[src/rtl/ib_seq.sv]
// Writer-side sequencer for the input buffer: stages `vector` words from a valid/ready
// source, bursts them in with ctl=1, then issues REPEAT address-reset + read-out passes.
module ib_seq #(
  parameter int unsigned width  = 16,
  parameter int unsigned vector = 4,
  parameter int unsigned REPEAT = 1
) (
  input  logic             clk,
  input  logic             rst,
  input  logic             start,
  input  logic             abort,
  input  logic             src_valid,
  input  logic [width-1:0] src_data,
  output logic             src_ready,
  output logic [1:0]       ib_ctl,
  output logic [width-1:0] ib_in,
  output logic             ib_out_valid,
  output logic [7:0]       ib_out_idx,
  output logic             busy,
  output logic             done
);

  localparam int unsigned CW = 8;
  localparam int unsigned IW = (vector > 1) ? $clog2(vector) : 1;
  localparam logic [CW-1:0] LAST  = CW'(vector - 1);
  localparam logic [CW-1:0] PLAST = CW'(REPEAT - 1);

  localparam logic [1:0] CTL_IDLE  = 2'd0;
  localparam logic [1:0] CTL_STORE = 2'd1;
  localparam logic [1:0] CTL_OUT   = 2'd2;
  localparam logic [1:0] CTL_CLR   = 2'd3;

  typedef enum logic [2:0] {
    S_IDLE, S_CLR, S_LOAD, S_BURST, S_GAP, S_READ, S_FIN, S_ABORT
  } state_t;

  state_t          state, state_n;
  logic [CW-1:0]   wcnt, wcnt_n, idx, idx_n, pass, pass_n;
  logic [width-1:0] stage [vector];
  logic            hs_c;

  logic [1:0]       ctl_n;
  logic [width-1:0] in_n;
  logic             ready_n, ov_n, busy_n, done_n;
  logic [7:0]       oidx_n;

  assign hs_c = (state == S_LOAD) && src_valid && src_ready && !abort;

  // Next state, counters, and the registered-output values for the next cycle.
  always_comb begin
    state_n = state;
    wcnt_n  = wcnt;
    idx_n   = idx;
    pass_n  = pass;
    ctl_n   = CTL_IDLE;
    in_n    = '0;
    ready_n = 1'b0;
    ov_n    = 1'b0;
    oidx_n  = '0;
    busy_n  = 1'b0;
    done_n  = 1'b0;

    case (state)
      S_IDLE:  if (start && !abort) state_n = S_CLR;
      S_CLR:   state_n = S_LOAD;
      S_LOAD: begin
        if (hs_c) begin
          wcnt_n = wcnt + CW'(1);
          if (wcnt == LAST) begin
            state_n = S_BURST;
            idx_n   = '0;
          end
        end
      end
      S_BURST: begin
        if (idx == LAST) begin
          state_n = S_GAP;
          idx_n   = '0;
        end else begin
          idx_n = idx + CW'(1);
        end
      end
      S_GAP: begin
        state_n = S_READ;
        idx_n   = '0;
      end
      S_READ: begin
        if (idx == LAST) begin
          idx_n = '0;
          if (pass != PLAST) begin
            pass_n  = pass + CW'(1);
            state_n = S_GAP;
          end else begin
            state_n = S_FIN;
          end
        end else begin
          idx_n = idx + CW'(1);
        end
      end
      S_FIN: begin
        state_n = S_IDLE;
        pass_n  = '0;
        wcnt_n  = '0;
      end
      S_ABORT: state_n = S_IDLE;
      default: state_n = S_IDLE;
    endcase

    // Abort overrides everything; a second abort while already aborting is absorbed.
    if (abort && state != S_IDLE && state != S_ABORT) begin
      state_n = S_ABORT;
      wcnt_n  = '0;
      idx_n   = '0;
      pass_n  = '0;
    end

    case (state_n)
      S_CLR, S_ABORT: ctl_n = CTL_CLR;
      S_BURST:        ctl_n = CTL_STORE;
      S_READ:         ctl_n = CTL_OUT;
      default:        ctl_n = CTL_IDLE;
    endcase

    if (state_n == S_BURST) in_n = stage[IW'(idx_n)];
    ready_n = (state_n == S_LOAD);
    // Buffer output is registered, so a READ cycle's word shows up one cycle later.
    ov_n    = (state == S_READ) && (state_n != S_ABORT);
    oidx_n  = ov_n ? idx : '0;
    busy_n  = (state_n != S_IDLE);
    done_n  = (state_n == S_FIN);
  end

  always_ff @(posedge clk or negedge rst) begin
    if (!rst) begin
      state        <= S_IDLE;
      wcnt         <= '0;
      idx          <= '0;
      pass         <= '0;
      src_ready    <= 1'b0;
      ib_ctl       <= CTL_IDLE;
      ib_in        <= '0;
      ib_out_valid <= 1'b0;
      ib_out_idx   <= '0;
      busy         <= 1'b0;
      done         <= 1'b0;
      for (int i = 0; i < int'(vector); i++) stage[i] <= '0;
    end else begin
      state        <= state_n;
      wcnt         <= wcnt_n;
      idx          <= idx_n;
      pass         <= pass_n;
      src_ready    <= ready_n;
      ib_ctl       <= ctl_n;
      ib_in        <= in_n;
      ib_out_valid <= ov_n;
      ib_out_idx   <= oidx_n;
      busy         <= busy_n;
      done         <= done_n;
      if (hs_c) stage[IW'(wcnt)] <= src_data;
    end
  end

endmodule
[config.mk]
export PLATFORM = sky130hd
export DESIGN_NAME = ib_seq
export DESIGN_NICKNAME = d
export VERILOG_FILES = /design/src/rtl/ib_seq.sv
export SDC_FILE = /design/constraint.sdc
export NUM_CORES = 1
export LEC_CHECK = 0
export CAP_MARGIN = 20
export CORE_ASPECT_RATIO = 0.75
export CORE_UTILIZATION = 45
export DETAILED_ROUTE_END_ITERATION = 8
export GPL_ROUTABILITY_DRIVEN = 0
export PLACE_DENSITY = 0.68
export SKIP_LAST_GASP = 1
export SYNTH_ARGS = -nofsm -noshare
export SYNTH_HDL_FRONTEND = slang
export SYNTH_SLANG_ARGS = --single-unit
[constraint.sdc]
create_clock -name clk -period 2 [get_ports clk]
set_input_delay 0.2 -clock clk [delete_from_list [all_inputs] [get_ports clk]]
set_output_delay 0.2 -clock clk [all_outputs]
set_load 0.02 [all_outputs]
==> flow_summary.toml <==
[timing]
rsz_0062_raised_after_global_routing = "yes"
max_freq_mhz = 453
tightestPinTransition_ns = 0.544
worst_slew_margin_rel = 0.637
finalClockSkew_ns = 0.00756
final-hold-violation-count = 0
least_setup_slack_across_all_paths_after_layout_ns = -0.207
finalWorstPathRequiredPeriod_ns = 2.21
total_setup_violations_reported_at_the_end_of_the_flow = 17
finalSetupTns_ns = -3.13
slew_viol_final = 0
timing.final.crit_share = 1.10

[global_routing]
grt_use_met3 = 0.0589
grt_antenna_before_repair = 0
met1_usage = 0.310
gr-total-overflow = 0
grt_pass1_vias = 4095
global_route.peak_usage_layer = "met2"
grt_max_degree = 43
grt.total_usage = 0.224
wire_length_of_the_first_global_routing_pass_um = 21100
use_met2 = 0.339

[outcome]
run_status = "finished with violations"
failed_checks = "setup timing"

[worst_setup_path]
critical_path.reg2reg.endpoint = "ib_in[8]$_DFF_PN0_"
r2r_cells = 9
crit_path_start_kind = "flop"
r2r-start = "state[2]$_DFF_PN0_"
path_class = "reg -> reg"
crit_fanout = 7
reg2reg_setup_slack_ns = -0.21
setup.worst_path.end_class = "flop"
cp_data_required_time_ns = 2.32
cpMostUsedCell = "sky130_fd_sc_hd__buf_12"
slowest_stage = "sky130_fd_sc_hd__dfrtp_1"
cp_data_arrival_time_ns = 2.52
crit_chain = "or3b_1 > a41oi_2 > buf_4 > o221ai_4 > buf_12 > inv_8 > buf_12 > nand2_1 > a311oi_2"
worst_path_max_stage_delay_ns = 0.41

[clock_tree]
clk_root_buffer_cell = "sky130_fd_sc_hd__clkbuf_16"
cts.sink_count = 121
tritoncts = "yes"
htreeDepth = 4
clk_latency_ns = 0.42
path_clk_slew_ns = 0.06
clock_path_buffers = 2
cts_buffers = 17

[final_layout]
layout.filler_cells = 876
final_net_count = 611
final_core_util = 0.670
fin_area_mm2 = 0.00786
post_route_cells_drive_above_1_share = 0.411
n_antenna_cell = 0
synthToLayoutAreaGrowth_pct = 43.2

[power_and_ir_drop]
switching_share = 0.342
internal_power_mw = 6.94
p_clk_frac = 0.307
power.total_mw = 10.5
switching_power_mw = 3.60
power-per-cell-area_mw_per_mm2 = 1340
leakagePower_nw = 3.64
ir_worst_vdd_v = 0.000818
power.share.sequential = 0.271
power_frac_comb = 0.422

[placed_design]
numPortBuffers = 50
detailedPlacementHpwl_um = 8030
placement.cell_area_mm2 = 0.00658

[die]
placement_rows = 34
core_area_mm2 = 0.0117
dieArea_mm2 = 0.0127
die_height_um = 97.7
initial_core_util = 0.468
io_pins = 51
die_x_um = 130

[route]
first_pass_iters = 4
dr_total_vias = 4181
post_drt_via_cell_ratio = 5.52
post_drt_wl_per_cell_um = 18.5
post-route-drc-count = 0
drt_wl_total_um = 14100
drtAntennaViolNets = 0
drt_first_iter_violations = 234

[run]
timing.max_cap.violations = 0

[synth]
synth.distinct_cells = 52
syn_inst = 454
postSynthAreaPerCell_um2 = 12.1
synth_top_area_cell = "sky130_fd_sc_hd__dfrtp_1"
synth_seq_cells = 121
synth.net_count = 482
synth_largest_type_area_fraction = 0.551
synth_area_leaders = "sky130_fd_sc_hd__dfrtp_1 (55%), sky130_fd_sc_hd__mux2_2 (13%), sky130_fd_sc_hd__nand2_1 (3.6%)"
syn-cell-area_mm2 = 0.00549
synth-seq-area-share = 0.551
yosys_warnings = 0
yosys_most_used_dff = "sky130_fd_sc_hd__dfrtp_1"
synth_edf_count = 0
async_flop_share = 1.00

[worst_hold_path]
worstHoldPathType = "in -> async"
## sequential cells by signal, summed over array words and instances (netlist names)
register	flops
pass	8
busy	1
idx	8
ib_out_idx	8
ib_in	16
done	1
ib_out_valid	1
state	3
wcnt	8
src_ready	1
stage	64
ib_ctl	2
## power groups by stage
stage	logic [mW]	clock network, mW	registers, mW
floorplan	1.63	0	2.99
global placement	2.85	0	2.88
detailed placement	2.92	0	2.89
CTS	3.41	3.28	2.85
global route	4.69	3.41	2.88
finish	4.44	3.24	2.86
## worst max-delay path: cells and delay by family (launching register included)
| kind | cells | cell delay, ns |
|---|---|---|
| AO/OA/AOI/OAI | 3 | 0.65 |
| AND/OR/NAND/NOR | 2 | 0.47 |
| flip-flops | 1 | 0.41 |
| buffers and inverters | 4 | 0.57 |
## per-layer routing
layer	vias up	wire, um	part of all wire
met5	-	0	0
met3	16	603	0.043
li1	1889	-	-
met2	102	6620	0.47
met1	2174	6680	0.47
met4	0	159	0.011
## synthesized netlist by cell type, types with 3 or more instances
cell,instances
sky130_fd_sc_hd__a211oi_1,17
sky130_fd_sc_hd__a21oi_1,4
sky130_fd_sc_hd__a311oi_1,16
sky130_fd_sc_hd__and2_0,9
sky130_fd_sc_hd__and2_1,7
sky130_fd_sc_hd__and3_1,17
sky130_fd_sc_hd__buf_2,3
sky130_fd_sc_hd__buf_4,4
sky130_fd_sc_hd__buf_6,4
sky130_fd_sc_hd__clkbuf_1,9
sky130_fd_sc_hd__dfrtp_1,121
sky130_fd_sc_hd__ha_1,7
sky130_fd_sc_hd__inv_1,8
sky130_fd_sc_hd__mux2_2,65
sky130_fd_sc_hd__nand2_1,53
sky130_fd_sc_hd__nand3_1,4
sky130_fd_sc_hd__nand4_1,14
sky130_fd_sc_hd__nor2_1,29
sky130_fd_sc_hd__o21ai_0,4
sky130_fd_sc_hd__or3_1,3
sky130_fd_sc_hd__xor2_1,18
## worst max-delay path by stage
stage	from	end	slack, ns	cells past startpoint
after floorplan	idx[0]$_DFF_PN0_	ib_in[7]$_DFF_PN0_	0.009	8
final	state[2]$_DFF_PN0_	ib_in[8]$_DFF_PN0_	-0.21	9
after CTS	wcnt[7]$_DFFE_PN0P_	ib_in[0]$_DFF_PN0_	-0.12	8
after detailed placement	abort	ib_in[9]$_DFF_PN0_	-0.25	8
after global placement	abort	ib_in[15]$_DFF_PN0_	-0.18	8
after global routing	state[2]$_DFF_PN0_	ib_in[0]$_DFF_PN0_	-0.29	9
## cells in the final DEF (no fill, tap or decap), types with 13 or more instances in the layout
cell / Yosys / routed
sky130_fd_sc_hd__a211oi_2: 1 / 13
sky130_fd_sc_hd__a311oi_2: 0 / 15
sky130_fd_sc_hd__and3_1: 17 / 16
sky130_fd_sc_hd__buf_4: 4 / 58
sky130_fd_sc_hd__clkbuf_16: 0 / 21
sky130_fd_sc_hd__clkdlybuf4s50_1: 0 / 49
sky130_fd_sc_hd__dfrtp_1: 121 / 121
sky130_fd_sc_hd__mux2_2: 65 / 65
sky130_fd_sc_hd__nand2_1: 53 / 50
sky130_fd_sc_hd__nand4_1: 14 / 14
sky130_fd_sc_hd__nor2_1: 29 / 29
sky130_fd_sc_hd__xor2_1: 18 / 18
## what timing repair did
action	4_1_cts	5_1_grt
setup endpoints to repair	22	93
hold buffers	1	0
cloned	1	8
pin swaps	8	40
hold endpoints to repair	39	0
resized for setup	26	72
buffers inserted	9	7
## metrics by stage
stage / hold slack (ns) / std cells / setup slack, ns
4_1_cts: 0.333 / 744 / -0.124
5_1_grt: 0.374 / 758 / -0.292
3_5_place_dp: 0.225 / 701 / -0.251
2_1_floorplan: -0.0956 / 454 / 0.00918
6_report: 0.323 / 758 / -0.207
3_3_place_gp: 0.214 / 701 / -0.184
## cells by family (layout without fill, tap and decap cells)
group / count (synthesis) / count (layout) / share of synthesized area
simple gates: 154 / 154 / 0.149
flops: 121 / 121 / 0.551
mux: 65 / 65 / 0.133
compound gates: 57 / 57 / 0.0889
buf+inv: 31 / 173 / 0.0310
xor+xnor: 19 / 19 / 0.0303
fa+ha+maj: 7 / 7 / 0.0159
## layout make-up
| class | instances | area, um^2 | area share |
|---|---|---|---|
| sequential | 121 | 3030 | 0.385 |
| multi-input combinational | 302 | 2600 | 0.331 |
| timing repair buffer | 132 | 1350 | 0.172 |
| clock buffer | 22 | 494 | 0.0629 |
| tap | 162 | 203 | 0.0258 |
| clock inverter | 10 | 140 | 0.0178 |
| inverter | 9 | 43.8 | 0.00557 |
Note: power is estimated with default switching activity, not from simulation.
